File: src/rtl/cache_control_core.sv
`default_nettype none
// ============================================================================
// Module   : cache_control_core
// Purpose  : Sequencing FSM for one set-associative cache level (hit path,
//            victim writeback, line fill). Optional counters: CACHE_PERF_CNT_EN
// Revision : 1.0
// ============================================================================
module cache_control_core #(
    parameter int CNT_W = 32
) (
    input  logic             clk,
    input  logic             rst,
    input  logic             upstream_read,
    input  logic             upstream_write,
    output logic             upstream_resp,
    output logic             downstream_read,
    output logic             downstream_write,
    input  logic             downstream_resp,
    input  logic             hit,
    input  logic             valid,
    input  logic             dirty,
    output logic             cache_read,
    output logic             cache_load_en,
    output logic             downstream_address_sel,
    output logic             ld_wb,
    output logic             ld_LRU,
    output logic             new_dirty
`ifdef CACHE_PERF_CNT_EN
    ,
    output logic [CNT_W-1:0] hit_count,
    output logic [CNT_W-1:0] miss_count,
    output logic [CNT_W-1:0] wb_count
`endif
);

    typedef enum logic [2:0] {
        S_IDLE   = 3'd0,
        S_CHECK  = 3'd1,
        S_WB     = 3'd2,
        S_FILL   = 3'd3,
        S_REFILL = 3'd4
    } state_t;

    state_t state_q;
    state_t state_d;

    logic w_req;
    logic w_is_write;

    // Both request lines high is treated as a write.
    assign w_req      = upstream_read | upstream_write;
    assign w_is_write = upstream_write;

    always_comb begin
        state_d                = state_q;
        upstream_resp          = 1'b0;
        downstream_read        = 1'b0;
        downstream_write       = 1'b0;
        cache_read             = 1'b1;
        cache_load_en          = 1'b0;
        downstream_address_sel = 1'b0;
        ld_wb                  = 1'b0;
        ld_LRU                 = 1'b0;
        new_dirty              = 1'b0;
        case (state_q)
            S_IDLE: begin
                if (w_req) state_d = S_CHECK;
            end
            S_CHECK: begin
                if (!w_req) begin
                    state_d = S_IDLE;
                end else if (hit) begin
                    upstream_resp = 1'b1;
                    ld_LRU        = 1'b1;
                    cache_load_en = w_is_write;
                    new_dirty     = w_is_write;
                    state_d       = S_IDLE;
                end else if (valid && dirty) begin
                    ld_wb   = 1'b1;
                    state_d = S_WB;
                end else begin
                    state_d = S_FILL;
                end
            end
            S_WB: begin
                downstream_write       = 1'b1;
                downstream_address_sel = 1'b1;
                if (downstream_resp) state_d = S_FILL;
            end
            S_FILL: begin
                downstream_read = 1'b1;
                if (downstream_resp) begin
                    // Install clean; a write sets dirty on the re-check hit.
                    cache_load_en = 1'b1;
                    new_dirty     = 1'b0;
                    state_d       = S_REFILL;
                end
            end
            S_REFILL: begin
                state_d = S_CHECK;
            end
            default: begin
                state_d = S_IDLE;
            end
        endcase
    end

    always_ff @(posedge clk) begin
        if (rst) begin
            state_q <= S_IDLE;
        end else begin
            state_q <= state_d;
        end
    end

`ifdef CACHE_PERF_CNT_EN
    logic             fill_seen_q;
    logic [CNT_W-1:0] hit_count_q;
    logic [CNT_W-1:0] miss_count_q;
    logic [CNT_W-1:0] wb_count_q;
    logic             w_hit_evt;
    logic             w_miss_evt;

    // Re-check hits after a fill belong to the miss, not to the hit count.
    assign w_hit_evt  = (state_q == S_CHECK) && w_req && hit && !fill_seen_q;
    assign w_miss_evt = (state_q == S_CHECK) && w_req && !hit;

    always_ff @(posedge clk) begin
        if (rst) begin
            fill_seen_q  <= 1'b0;
            hit_count_q  <= '0;
            miss_count_q <= '0;
            wb_count_q   <= '0;
        end else begin
            if (state_q == S_FILL) begin
                fill_seen_q <= 1'b1;
            end else if (state_q == S_IDLE) begin
                fill_seen_q <= 1'b0;
            end
            if (w_hit_evt && !(&hit_count_q)) begin
                hit_count_q <= hit_count_q + CNT_W'(1);
            end
            if (w_miss_evt && !(&miss_count_q)) begin
                miss_count_q <= miss_count_q + CNT_W'(1);
            end
            if (ld_wb && !(&wb_count_q)) begin
                wb_count_q <= wb_count_q + CNT_W'(1);
            end
        end
    end

    assign hit_count  = hit_count_q;
    assign miss_count = miss_count_q;
    assign wb_count   = wb_count_q;
`else
    logic w_unused_cnt_w;
    assign w_unused_cnt_w = (CNT_W > 0);
`endif

endmodule
`default_nettype wire

File: config.mk
export PLATFORM = sky130hd
export DESIGN_NAME = cache_control_core
export DESIGN_NICKNAME = d
export VERILOG_FILES = /design/src/rtl/cache_control_core.sv
export SDC_FILE = /design/constraint.sdc
export NUM_CORES = 1
export LEC_CHECK = 0
export ABC_CLOCK_PERIOD_IN_PS = 1200
export CORE_AREA = 3 3 40 42
export DETAILED_ROUTE_END_ITERATION = 6
export DIE_AREA = 0 0 43 45
export MAX_ROUTING_LAYER = met4
export SKIP_LAST_GASP = 1
export SYNTH_ARGS = -nofsm -noshare
export SYNTH_HDL_FRONTEND = slang
export SYNTH_SLANG_ARGS = --single-unit
File: constraint.sdc
create_clock -name clk -period 1.2 [get_ports clk]
set_input_delay 0.24 -clock clk [delete_from_list [all_inputs] [get_ports clk]]
set_output_delay 0.24 -clock clk [all_outputs]
set_load 0.1 [all_outputs]
### Word-level counts from Yosys, hierarchy flattened

Cells that the tools add are included.

* magnitude comparators: 0
* shift operators: 0
* div/mod/pow operators: 0
* bitwise logic cells: 1
* add/sub/neg operators: 0
* reduce and logical (&&, ||, !) cells: 3
* $mul: 0
* equal/unequal tests: 7
* multiplexer cells: 21

Operators by type and width (number)
* $pmux W3 S5: 1
* $mux W1: 14
* $mux W3: 3
* $eq A3 B2 Y1 const B: 2
* $ne A2 B2 Y1 const B: 3
* $mux W2: 2
* $eq A3 B1 Y1 const B: 1
* $eq A3 B3 Y1 const B: 1
* $logic_not A3 Y1: 1
* $reduce_and A3 Y1: 1
* $pmux W1 S2: 1
* $logic_and A1 B1 Y1: 1
* $or A1 B1 Y1: 1

* bits of input ports: 8
* register bits: 3
* logic and storage cells: 33
* bits in latches: 0
* memory bits (read-only): 0
* memories kept: 0
* bits in writable memories: 0

### Logic depth before layout (Yosys ltp)

* depth in word-level cells: 5
* mapped depth: 4
* gate-level depth less buffers: 4

### Worst setup path before layout

No wires, ideal clock.

* kind: register to output
* start: register state_q[2]
* end: output cache_load_en
* arrival time: 3.032 ns
* cell stages (with the launch flop): 5
* setup slack: -2.072 ns
* required time: 0.960 ns
* path buffers: 0
* path through: dfxtp_1 > nand2b_1 > nor2_1 > nand2_1 > o21ai_0

* word-level cells in the longest chain between the ends: 2

RTL lines
* start, declared: line 44 `state_t state_q;`
* start signal, assigned: line 112 `state_q <= state_d;`
* $eq A3 B2 Y1 / $eq A3 B1 Y1 (equally long branches): line 65 `case (state_q)`
* $pmux W1 S2 (*): line 65
* end, declared: line 23 `output logic cache_load_en,`

Mark *: on every way between the ends. The rest lies on a longest branch, timed or not.

### Final worst setup path

* start: register state_q[2]
* end: output ld_wb

* word-level cells in the longest chain between the ends: 2

RTL lines
* $eq A3 B1 Y1: line 65
* $mux W1: line 65
* end, declared: line 25 `output logic ld_wb,`

No other way between the ends.

==> metrics.md <==
| Metric | Value |
|---|---|
| WP buf/inv | `2` |
| Placer congestion estimate | `between 0.7 and 0.8` |
| Hold Fails Final Rpt | `0` |
| Initial drt markers | `3` |
| Rows | `13` |
| Tmin final | `1.46 ns` |
| Avg Synthesized Cell Area | `about 6.2 um2` |
| # DRC | `0` |
| Status | `complete, but fails checks` |
| Clock insertion delay at the later pin of the skew report | `around 0.23 ns` |
| Clock Skews | `about 0.0030 ns` |
| Chip height | `roughly 45 um` |
| WL final | `863 um` |
| CP arrival | `between 1 and 1.5 ns` |
| Post-synthesis sequential area ratio | `27.7%` |
| Worst Path Required | `0.96 ns` |
| Core area | `1280 um2` |
| Mapped Nets | `43` |
| Inserted Diodes | `0` |
| Synth unique cells | `15` |
| Chip width | `43 um` |
| Detailed Place HPWL | `between 600 and 700 um` |
| H-tree depth | `1` |
| Area Growth Syn to Fin | `214%` |
| Largest net degree at the start of global routing | `5` |
| Hold Path Class | `in -> reg` |
| DP Cell Count | `68` |
| Synth area leaders | `dfxtp_1, nor2_1, buf_4` |
| Worst setup margin | `-0.264 ns` |
| Biggest regs | `state_q x3` |
| CTS tree | `yes` |
| ANT nets after route | `0` |
| Worst setup path category | `reg -> out` |
| CTS sink count | `3` |
| FMAX | `683 MHz` |
| Seq cells post-synth | `3` |
| Max reg flops | `3` |
| Biggest register | `state_q` |
| I/O Pins | `17` |
| RSZ-0062 raised after global routing | `true` |
| Num CTS Buffers | `3` |
| Cell family with most CP delay | `simple AND/OR/NAND/NOR gates` |
| IO Port Bufs | `15` |
| Storage cell area | `68.8 um2` |
| Cell Chain, Critical Path | `nor2_4 -> buf_6 -> nand3_4 -> nor2_4 -> buf_12` |
| Synth Cell Area | `216 um2` |
| Period Utilization, post-route | `122%` |
| Hold_ws | `0.497 ns` |
| Post-Layout Cell Count | `78` |
| CP peak stage delay | `~0.33 ns` |
| Clk slew on worst S/H paths | `0.04 ns` |
| Power Density | `1060 nW/um2` |
| GRT Residual Overflow | `0` |
| Multi-input logic area | `between 200 and 250 um2` |
| Nets@finish | `72` |
| YS warnings | `0` |
| Critical Path End Type | `output port` |
| Max_cap viols | `0` |
| Total GRT Usage | `11.7%` |
| WL/cell | `11.1 um` |
| Most used cell, CP | `nor2_4` |
| Critical-path top delay cell | `dfxtp_2` |
| Violated checks | `setup timing` |
| Root buf cell | `clkbuf_4` |
| Fillers | `119` |
| Crit start category | `flip-flop` |
| CTS Buffer Depth | `2` |
| Initial core utilization | `16.8%` |
| Hold_buf cts | `0` |
| Vias | `around 350` |
| Peak VDD IR | `623 uV` |
| Static leakage | `~0.28 nW` |
| First-pass GRT wire length | `1580 um` |
| Cells after Synth | `35` |
| Largest area contributor in the netlist | `dfxtp_1` |
| Layout cells sized above 1 | `65.1%` |
| Final Max Tran Viols | `0` |
| DR pass1 iterations | `4` |
| CP Max Fanout | `4` |
| Via density | `4.47` |
| Initial antenna violation count | `0` |
| Vias in the first global route | `390` |
| Final setup viols | `8` |
| Share of the synthesized area in the top cell type | `27.7%` |
| Die area | `around 1900 um2` |
[through the flow]
stage / setup WS [ns] / utilization (%) / setup TNS, ns / instance area [um2] / power (mW)
finish: -0.264 / 53.0 / -1.61 / 681 / 0.719
global route: -0.336 / 53.0 / -2.17 / 681 / 0.764
CTS: -0.298 / 50.2 / -1.74 / 646 / 0.709
detailed placement: -0.417 / 45.0 / -2.10 / 578 / 0.503
global placement: -0.379 / 45.0 / -1.90 / 578 / 0.500
floorplan: -0.494 / - / -2.14 / 319 / 0.377
[power by group]
group | total, mW | switching [mW] | internal (mW)
Clock | 0.175 | 0.0508 | 0.125
Combinational | 0.413 | 0.249 | 0.164
Sequential | 0.131 | 0.0191 | 0.112
[cells by family (layout without fill, tap and decap cells)]
logic type | after synthesis | in the layout | share of synthesized area (%)
other | 1 | 1 | 1.73
AND/OR/NAND/NOR | 20 | 20 | 41.0
buffers and inverters | 6 | 34 | 15.6
AO/OA/AOI/OAI | 5 | 5 | 13.9
flip-flops | 3 | 3 | 27.7
[synth_stat cells]
cell type	instances
a31oi_1	1
nand2_1	3
inv_1	2
nor2_1	11
nand2b_1	1
inv_2	1
a311oi_1	1
nor3_2	1
nor3_1	1
buf_4	3
a21oi_1	1
conb_1	1
o21ai_0	2
dfxtp_1	3
nand3_1	3
[area by class of cell]
cell class / instances / share of cell area [%]
timing repair buffer: 27 / 48.5
sequential: 3 / 10.1
multi-input combinational: 26 / 33.1
clock buffer: 4 / 3.86
tap: 15 / 2.76
inverter: 3 / 1.65
[worst reg2reg max path: cells and delay by family, from the launching register on]
| family | cells | cell delay [ns] |
|---|---|---|
| AOI/OAI and AO/OA | 1 | 0.26 |
| buffers and inverters | 1 | 0.13 |
| DFF | 1 | 0.36 |
| and+or+nand+nor | 3 | 0.28 |
[final timing paths]
path,endpoint,slack (ns),cells past startpoint,from
worst max-delay path,ld_wb,-0.26,5,state_q[2]
worst max register to register,state_q[0],0.04,5,state_q[2]
worst min register to register,state_q[0],0.72,3,state_q[2]
worst min-delay path,state_q[2],0.50,4,downstream_resp
[placed cells by master (no fill, tap or decap)]
| cell type | instances |
|---|---|
| buf_4 | 9 |
| buf_12 | 8 |
| nor2_4 | 6 |
| nor2_1 | 3 |
| clkbuf_4 | 3 |
| clkdlybuf4s50_1 | 3 |
| dlygate4sd2_1 | 3 |
| buf_6 | 3 |
| inv_1 | 2 |
| nand3_4 | 2 |
| nor2_2 | 2 |
| nand2_1 | 2 |
| dfxtp_4 | 2 |
| inv_2 | 1 |
| nand2b_4 | 1 |
| nand2_2 | 1 |
| o21ai_4 | 1 |
| o21ai_0 | 1 |
| nand3_1 | 1 |
| nor3_4 | 1 |
| a31oi_1 | 1 |
| a311oi_1 | 1 |
| nor3_1 | 1 |
| a21oi_1 | 1 |
| conb_1 | 1 |
| clkbuf_1 | 1 |
| dlymetal6s2s_1 | 1 |
| dfxtp_2 | 1 |
[timing repair]
| item | CTS | global route |
|---|---|---|
| resized for setup | 8 | 4 |
| setup endpoints to repair | 8 | 9 |
| buffers inserted | 4 | 2 |
| hold endpoints to repair | 0 | 0 |
| pin swaps | 9 | 5 |
[layer usage]
| metal | up-vias | GRT usage [%] | wire length [um] |
|---|---|---|---|
| li1 | 170 | - | - |
| met1 | 164 | 11.8 | 317 |
| met2 | 13 | 19.8 | 472 |
| met3 | 2 | 3.59 | 49 |
| met4 | 0 | 7.23 | 23 |
| met5 | - | - | 0 |
(Power assumes the default switching activity.)
